--- config.mk ---
export PLATFORM = sky130hd
export DESIGN_NAME = mem_arbiter
export DESIGN_NICKNAME = d
export VERILOG_FILES = /design/src/rtl/mem_arbiter.sv
export SDC_FILE = /design/constraint.sdc
export NUM_CORES = 1
export LEC_CHECK = 0
export ABC_AREA = 1
export BUFFER_PORTS_ARGS = -buffer_cell sky130_fd_sc_hd__buf_2
export CAP_MARGIN = 20
export CORE_UTILIZATION = 50
export CTS_CLUSTER_SIZE = 8
export DETAILED_ROUTE_END_ITERATION = 12
export GPL_TIMING_DRIVEN = 0
export HOLD_SLACK_MARGIN = 0.06
export PLACE_DENSITY = 0.9
export SLEW_MARGIN = 10
export SYNTH_ARGS = -nofsm -noshare
export SYNTH_HDL_FRONTEND = slang
export SYNTH_SLANG_ARGS = --single-unit
--- constraint.sdc ---
create_clock -name clk -period 1.99 [get_ports clk]
set_input_delay 0.0995 -clock clk [delete_from_list [all_inputs] [get_ports clk]]
set_output_delay 0.0995 -clock clk [all_outputs]
set_load 0.02 [all_outputs]
--- src/rtl/mem_arbiter.sv ---
// rtl/mem_arbiter.sv - two-port round-robin arbiter in front of a single-ported synchronous memory
// Optional MEM_ARB_FIXED_PRIO_EN: port 0 always wins contention instead of round-robin.
module mem_arbiter #(
    parameter int ADDR_WIDTH = 4,
    parameter int DATA_WIDTH = 8
) (
    input  logic                  clk,
    input  logic                  reset,
    input  logic                  req0_valid,
    input  logic                  req0_wr,
    input  logic [ADDR_WIDTH-1:0] req0_addr,
    input  logic [DATA_WIDTH-1:0] req0_wdata,
    output logic                  req0_ready,
    output logic                  rsp0_valid,
    output logic [DATA_WIDTH-1:0] rsp0_rdata,
    input  logic                  req1_valid,
    input  logic                  req1_wr,
    input  logic [ADDR_WIDTH-1:0] req1_addr,
    input  logic [DATA_WIDTH-1:0] req1_wdata,
    output logic                  req1_ready,
    output logic                  rsp1_valid,
    output logic [DATA_WIDTH-1:0] rsp1_rdata,
    output logic [ADDR_WIDTH-1:0] mem_addr,
    output logic                  mem_wr_en,
    output logic                  mem_rd_en,
    output logic [DATA_WIDTH-1:0] mem_wdata,
    input  logic [DATA_WIDTH-1:0] mem_rdata
);

    typedef enum logic [1:0] {
        IDLE  = 2'd0,
        ISSUE = 2'd1,
        WAIT  = 2'd2,
        RESP  = 2'd3
    } state_t;

    state_t                  state;
    state_t                  state_next;
    logic                    grant0;
    logic                    grant1;
    logic                    accept;
    logic                    accept_port;
    logic                    sel_wr;
    logic [ADDR_WIDTH-1:0]   sel_addr;
    logic [DATA_WIDTH-1:0]   sel_wdata;
    logic                    cap_wr;
    logic                    cap_port;

`ifdef MEM_ARB_FIXED_PRIO_EN
    assign grant0 = req0_valid;
`else
    // last_grant names the port accepted most recently; the other port wins a tie.
    logic last_grant;

    always_ff @(posedge clk) begin
        if (reset) begin
            last_grant <= 1'b1;
        end else if (accept) begin
            last_grant <= accept_port;
        end
    end

    assign grant0 = req0_valid & (~req1_valid | last_grant);
`endif

    assign grant1      = req1_valid & ~grant0;
    assign req0_ready  = (state == IDLE) & ~reset & grant0;
    assign req1_ready  = (state == IDLE) & ~reset & grant1;
    assign accept      = req0_ready | req1_ready;
    assign accept_port = req1_ready;

    always_comb begin
        sel_wr    = req0_wr;
        sel_addr  = req0_addr;
        sel_wdata = req0_wdata;
        if (accept_port) begin
            sel_wr    = req1_wr;
            sel_addr  = req1_addr;
            sel_wdata = req1_wdata;
        end
    end

    always_ff @(posedge clk) begin
        if (reset) begin
            state <= IDLE;
        end else begin
            state <= state_next;
        end
    end

    always_comb begin
        state_next = state;
        case (state)
            IDLE:    if (accept) state_next = ISSUE;
            ISSUE:   state_next = cap_wr ? IDLE : WAIT;
            WAIT:    state_next = RESP;
            RESP:    state_next = IDLE;
            default: state_next = IDLE;
        endcase
    end

    // Strobes are loaded on acceptance so they are live exactly during ISSUE.
    always_ff @(posedge clk) begin
        if (reset) begin
            mem_addr   <= '0;
            mem_wdata  <= '0;
            mem_wr_en  <= 1'b0;
            mem_rd_en  <= 1'b0;
            cap_wr     <= 1'b0;
            cap_port   <= 1'b0;
            rsp0_rdata <= '0;
            rsp1_rdata <= '0;
        end else begin
            mem_wr_en <= 1'b0;
            mem_rd_en <= 1'b0;
            if (accept) begin
                cap_port  <= accept_port;
                cap_wr    <= sel_wr;
                mem_addr  <= sel_addr;
                mem_wdata <= sel_wdata;
                mem_wr_en <= sel_wr;
                mem_rd_en <= ~sel_wr;
            end
            if (state == WAIT) begin
                if (cap_port) begin
                    rsp1_rdata <= mem_rdata;
                end else begin
                    rsp0_rdata <= mem_rdata;
                end
            end
        end
    end

    assign rsp0_valid = (state == RESP) & ~cap_port;
    assign rsp1_valid = (state == RESP) & cap_port;

endmodule

==> flow_summary.json <==
{
  "synth-edff-count": 0,
  "netlist_top_cells_area": "sky130_fd_sc_hd__dfxtp_1 (42%), sky130_fd_sc_hd__nand2_1 (9.6%), sky130_fd_sc_hd__nand3_2 (7.8%)",
  "placement.io_buffers": 71,
  "worst_slack_ns": 0.1712,
  "die_area_sq_um": 3584,
  "clock_sink_count": 35,
  "cts_tree": "yes",
  "antenna_violations_before_repair": 0,
  "grt_use_total": 0.2670,
  "detailedRoute.firstPassIterationCount": 4,
  "cp-end-kind": "flop",
  "final-setup-viol-count": 0,
  "grt_setup_unrepaired": "false",
  "ant_nets": 0,
  "yosysUniqueCellTypes": 20,
  "compound_cell_area_share_of_the_yosys_netlist": 0.1226,
  "synth_xor_area_frac": 0,
  "yosysTopAreaCell": "sky130_fd_sc_hd__dfxtp_1",
  "number_of_global_route_vias_before_repair": 1686,
  "min_from": "mem_rdata[1]",
  "grt_overflow": 0,
  "whs_endpoint": "rsp1_rdata[1]$_SDFFE_PP0P_",
  "timing_worst_slew_pin_value_ns": 0.4517,
  "clock.fmax_mhz": 549.8,
  "synth_most_common_cell": "sky130_fd_sc_hd__nand2_1",
  "avgSynthCellArea_sq_um": 7.343,
  "top_flip_flop_cell_by_instance_count_after_synthesis": "sky130_fd_sc_hd__dfxtp_1",
  "worstHoldPathType": "primary input to flop",
  "switching_share": 0.2956,
  "max_slew_margin": 0.6989,
  "ys_ff_latch": 35,
  "netlist_instances": 228,
  "static-leakage-power_nw": 1.255,
  "finalCritPeriodShare": 0.9140,
  "power_density_nw_per_um2": 811.5,
  "place.detailed.hpwl_mm": 2.861,
  "timing.rr.start": "last_grant$_SDFFE_PP1P_",
  "timing.critical_path.cells": "dlygate4sd3_1, buf_2, inv_2, nand2_2, nor2_8, o21ai_2, buf_4, a21oi_1, dlygate4sd3_1",
  "timing.final.hold_violations": 0,
  "timing.clock.skew_ns": 0.009639,
  "netSwitchingPower_mw": 0.5685,
  "post-cts-setup-buffer-count": 0,
  "layout-drive-gt1-share": 0.3446,
  "grt_start_max_net_pins": 13,
  "crit_path_max_incr_delay_ns": 0.55,
  "power.sequential.fraction": 0.416,
  "floorplan.rows": 20,
  "nets": 362,
  "path_common_cell": "sky130_fd_sc_hd__dlygate4sd3_1",
  "finalWirelength_mm": 4.296,
  "yosys.area.top_type_share": 0.4185,
  "grt_first_pass_wirelength_mm": 6.948,
  "fillerInstances": 239,
  "worstSetupStartpoint": "reset",
  "dp_worst_setup_slack_ns": 0.6938,
  "cts_hold_buffers": 18,
  "timing_worst_setup_path_type": "primary input to flop",
  "postCtsResizedCells": 0,
  "vdd_drop_max_uv": 478.7,
  "initialDrtViolationCount": 51,
  "synth.top_cells.by_count": "sky130_fd_sc_hd__nand2_1 (43), sky130_fd_sc_hd__dfxtp_1 (35), sky130_fd_sc_hd__inv_1 (33), sky130_fd_sc_hd__nor2_1 (29), sky130_fd_sc_hd__a21oi_1 (20)",
  "gp_routability_congestion": 0.8417,
  "critical_path.slowest_cell": "sky130_fd_sc_hd__dlygate4sd3_1",
  "antenna_cells_inserted": 0,
  "ys_seq_area_frac": 0.4185,
  "power.combinational.fraction": 0.255,
  "synthAdderAreaFrac": 0,
  "setup-tns-final_ns": 0,
  "cts_buffers": 5,
  "placedCellCount": 343,
  "area.growth.synth_to_final_pct": 41.55,
  "drt_drc": 0,
  "cts_root_buffer": "sky130_fd_sc_hd__clkbuf_4",
  "total_power_mw": 1.923,
  "cts.clk_slew.worst_paths_ns": 0.11,
  "simple_gate_portion_of_the_synthesized_area": 0.3296,
  "syn-num-nets": 266,
  "status": "finished clean",
  "max_cap_violations": 0,
  "num_io_pins": 72,
  "core_region_sq_um": 3103,
  "synth_top_family_by_area": "simple AND/OR/NAND/NOR gates",
  "worstSkewPairLatency_ns": 0.34,
  "die_w_um": 59.87,
  "regToRegSetupSlack_ns": 0.26,
  "cell_int_power_mw": 1.355,
  "multiplexer_share_of_the_synthesized_area": 0,
  "finalMaxSlewViolations": 0,
  "r2r.worst_path.cells": 6,
  "worstHoldPathCells": 3,
  "clockBufferDepth": 2,
  "arrival_ns": 2.11,
  "worst_path_required_ns": 2.28,
  "clkPwrFrac": 0.329,
  "vias_per_cell": 4.724,
  "period_needed_ns": 1.819,
  "worst_setup_path_start_kind": "primary input",
  "non_filler_instance_count_after_layout": 369,
  "die_y_um": 59.87,
  "via_count": 1743,
  "initial_utilization": 0.5395,
  "syn-cell-area_sq_um": 1674,
  "synth_warnings": 0,
  "critical_path.reg2reg.endpoint": "mem_wr_en$_SDFF_PP0_",
  "cts-htree-levels": 2,
  "wire_per_inst_um": 11.64,
  "critPathMaxFanout": 10,
  "worst_hold_slack_ns": 0.07808,
  "synth_async_sr_flop_share": 0
}
routing by layer:
| metal | vias up | GRT usage | routed length [um] |
|---|---|---|---|
| li1 | 901 | - | - |
| met5 | - | 0 | 0 |
| met1 | 772 | 0.2760 | 1696 |
| met3 | 9 | 0.06277 | 187 |
| met2 | 61 | 0.4921 | 2328 |
| met4 | 0 | 0.1429 | 83 |
critical path, delay by kind of cell:
kind / cells / cell delay [ns]
simple gates: 2 / 0.28
buf+inv: 5 / 1.49
compound gates: 2 / 0.24
area by class of cell:
type                    instances  area [sq um]  share of cell area
clock buffers                   5         37.54             0.01584
repair buffers                 89         535.5              0.2260
clock inverters                 3         67.56             0.02851
flip-flops and latches         35         700.7              0.2957
inverters                      37         138.9             0.05861
well taps                      44         55.05             0.02323
multi-input cells             145         757.0              0.3194
plain buffers                  11         77.57             0.03273
logic make-up (layout without fill, tap and decap cells):
group / count (synthesis) / after routing
flops: 35 / 35
buf+inv: 48 / 145
simple gates: 107 / 107
compound gates: 38 / 38
layout by cell type, fill, tap and decap left out, drive strengths merged:
master	synthesis	routed
nor2	32	32
o21ai	17	17
clkinvlp	0	1
bufinv	0	2
clkbuf	3	8
buf	8	79
nand3	29	29
inv	37	37
dfxtp	35	35
dlygate4sd3	0	18
a21oi	21	21
nand2	46	46
power by group through the flow:
stage	combinational [mW]	sequential [mW]	clock, mW
6_report	0.490	0.800	0.633
3_5_place_dp	0.458	0.816	0
4_1_cts	0.486	0.799	0.643
5_1_grt	0.540	0.807	0.682
3_3_place_gp	0.445	0.814	0
2_1_floorplan	0.250	0.881	0
through the flow:
stage / cell area (sq um) / utilization
floorplan: 1674 / -
detailed placement: 2085 / 0.6718
finish: 2370 / 0.7637
CTS: 2370 / 0.7637
global route: 2370 / 0.7637
global placement: 2085 / 0.6718
how the worst max path moves through the flow:
stage                                 endpoint  slack [ns]
global route              mem_wr_en$_SDFF_PP0_        0.12
CTS                       mem_wr_en$_SDFF_PP0_        0.18
global placement    rsp0_rdata[4]$_SDFFE_PP0P_        0.71
detailed placement  rsp0_rdata[3]$_SDFFE_PP0P_        0.69
finish                    mem_wr_en$_SDFF_PP0_        0.17
floorplan             mem_addr[0]$_SDFFE_PP0P_        0.83
sequential cells by signal, summed over array words and instances (netlist names), named ones only:
signal / cells
last_grant: 1
mem_addr: 4
mem_rd_en: 1
cap_port: 1
rsp1_rdata: 8
cap_wr: 1
rsp0_rdata: 8
mem_wdata: 8
mem_wr_en: 1
state: 1
No activity file was read; power rests on OpenSTA's default activity.
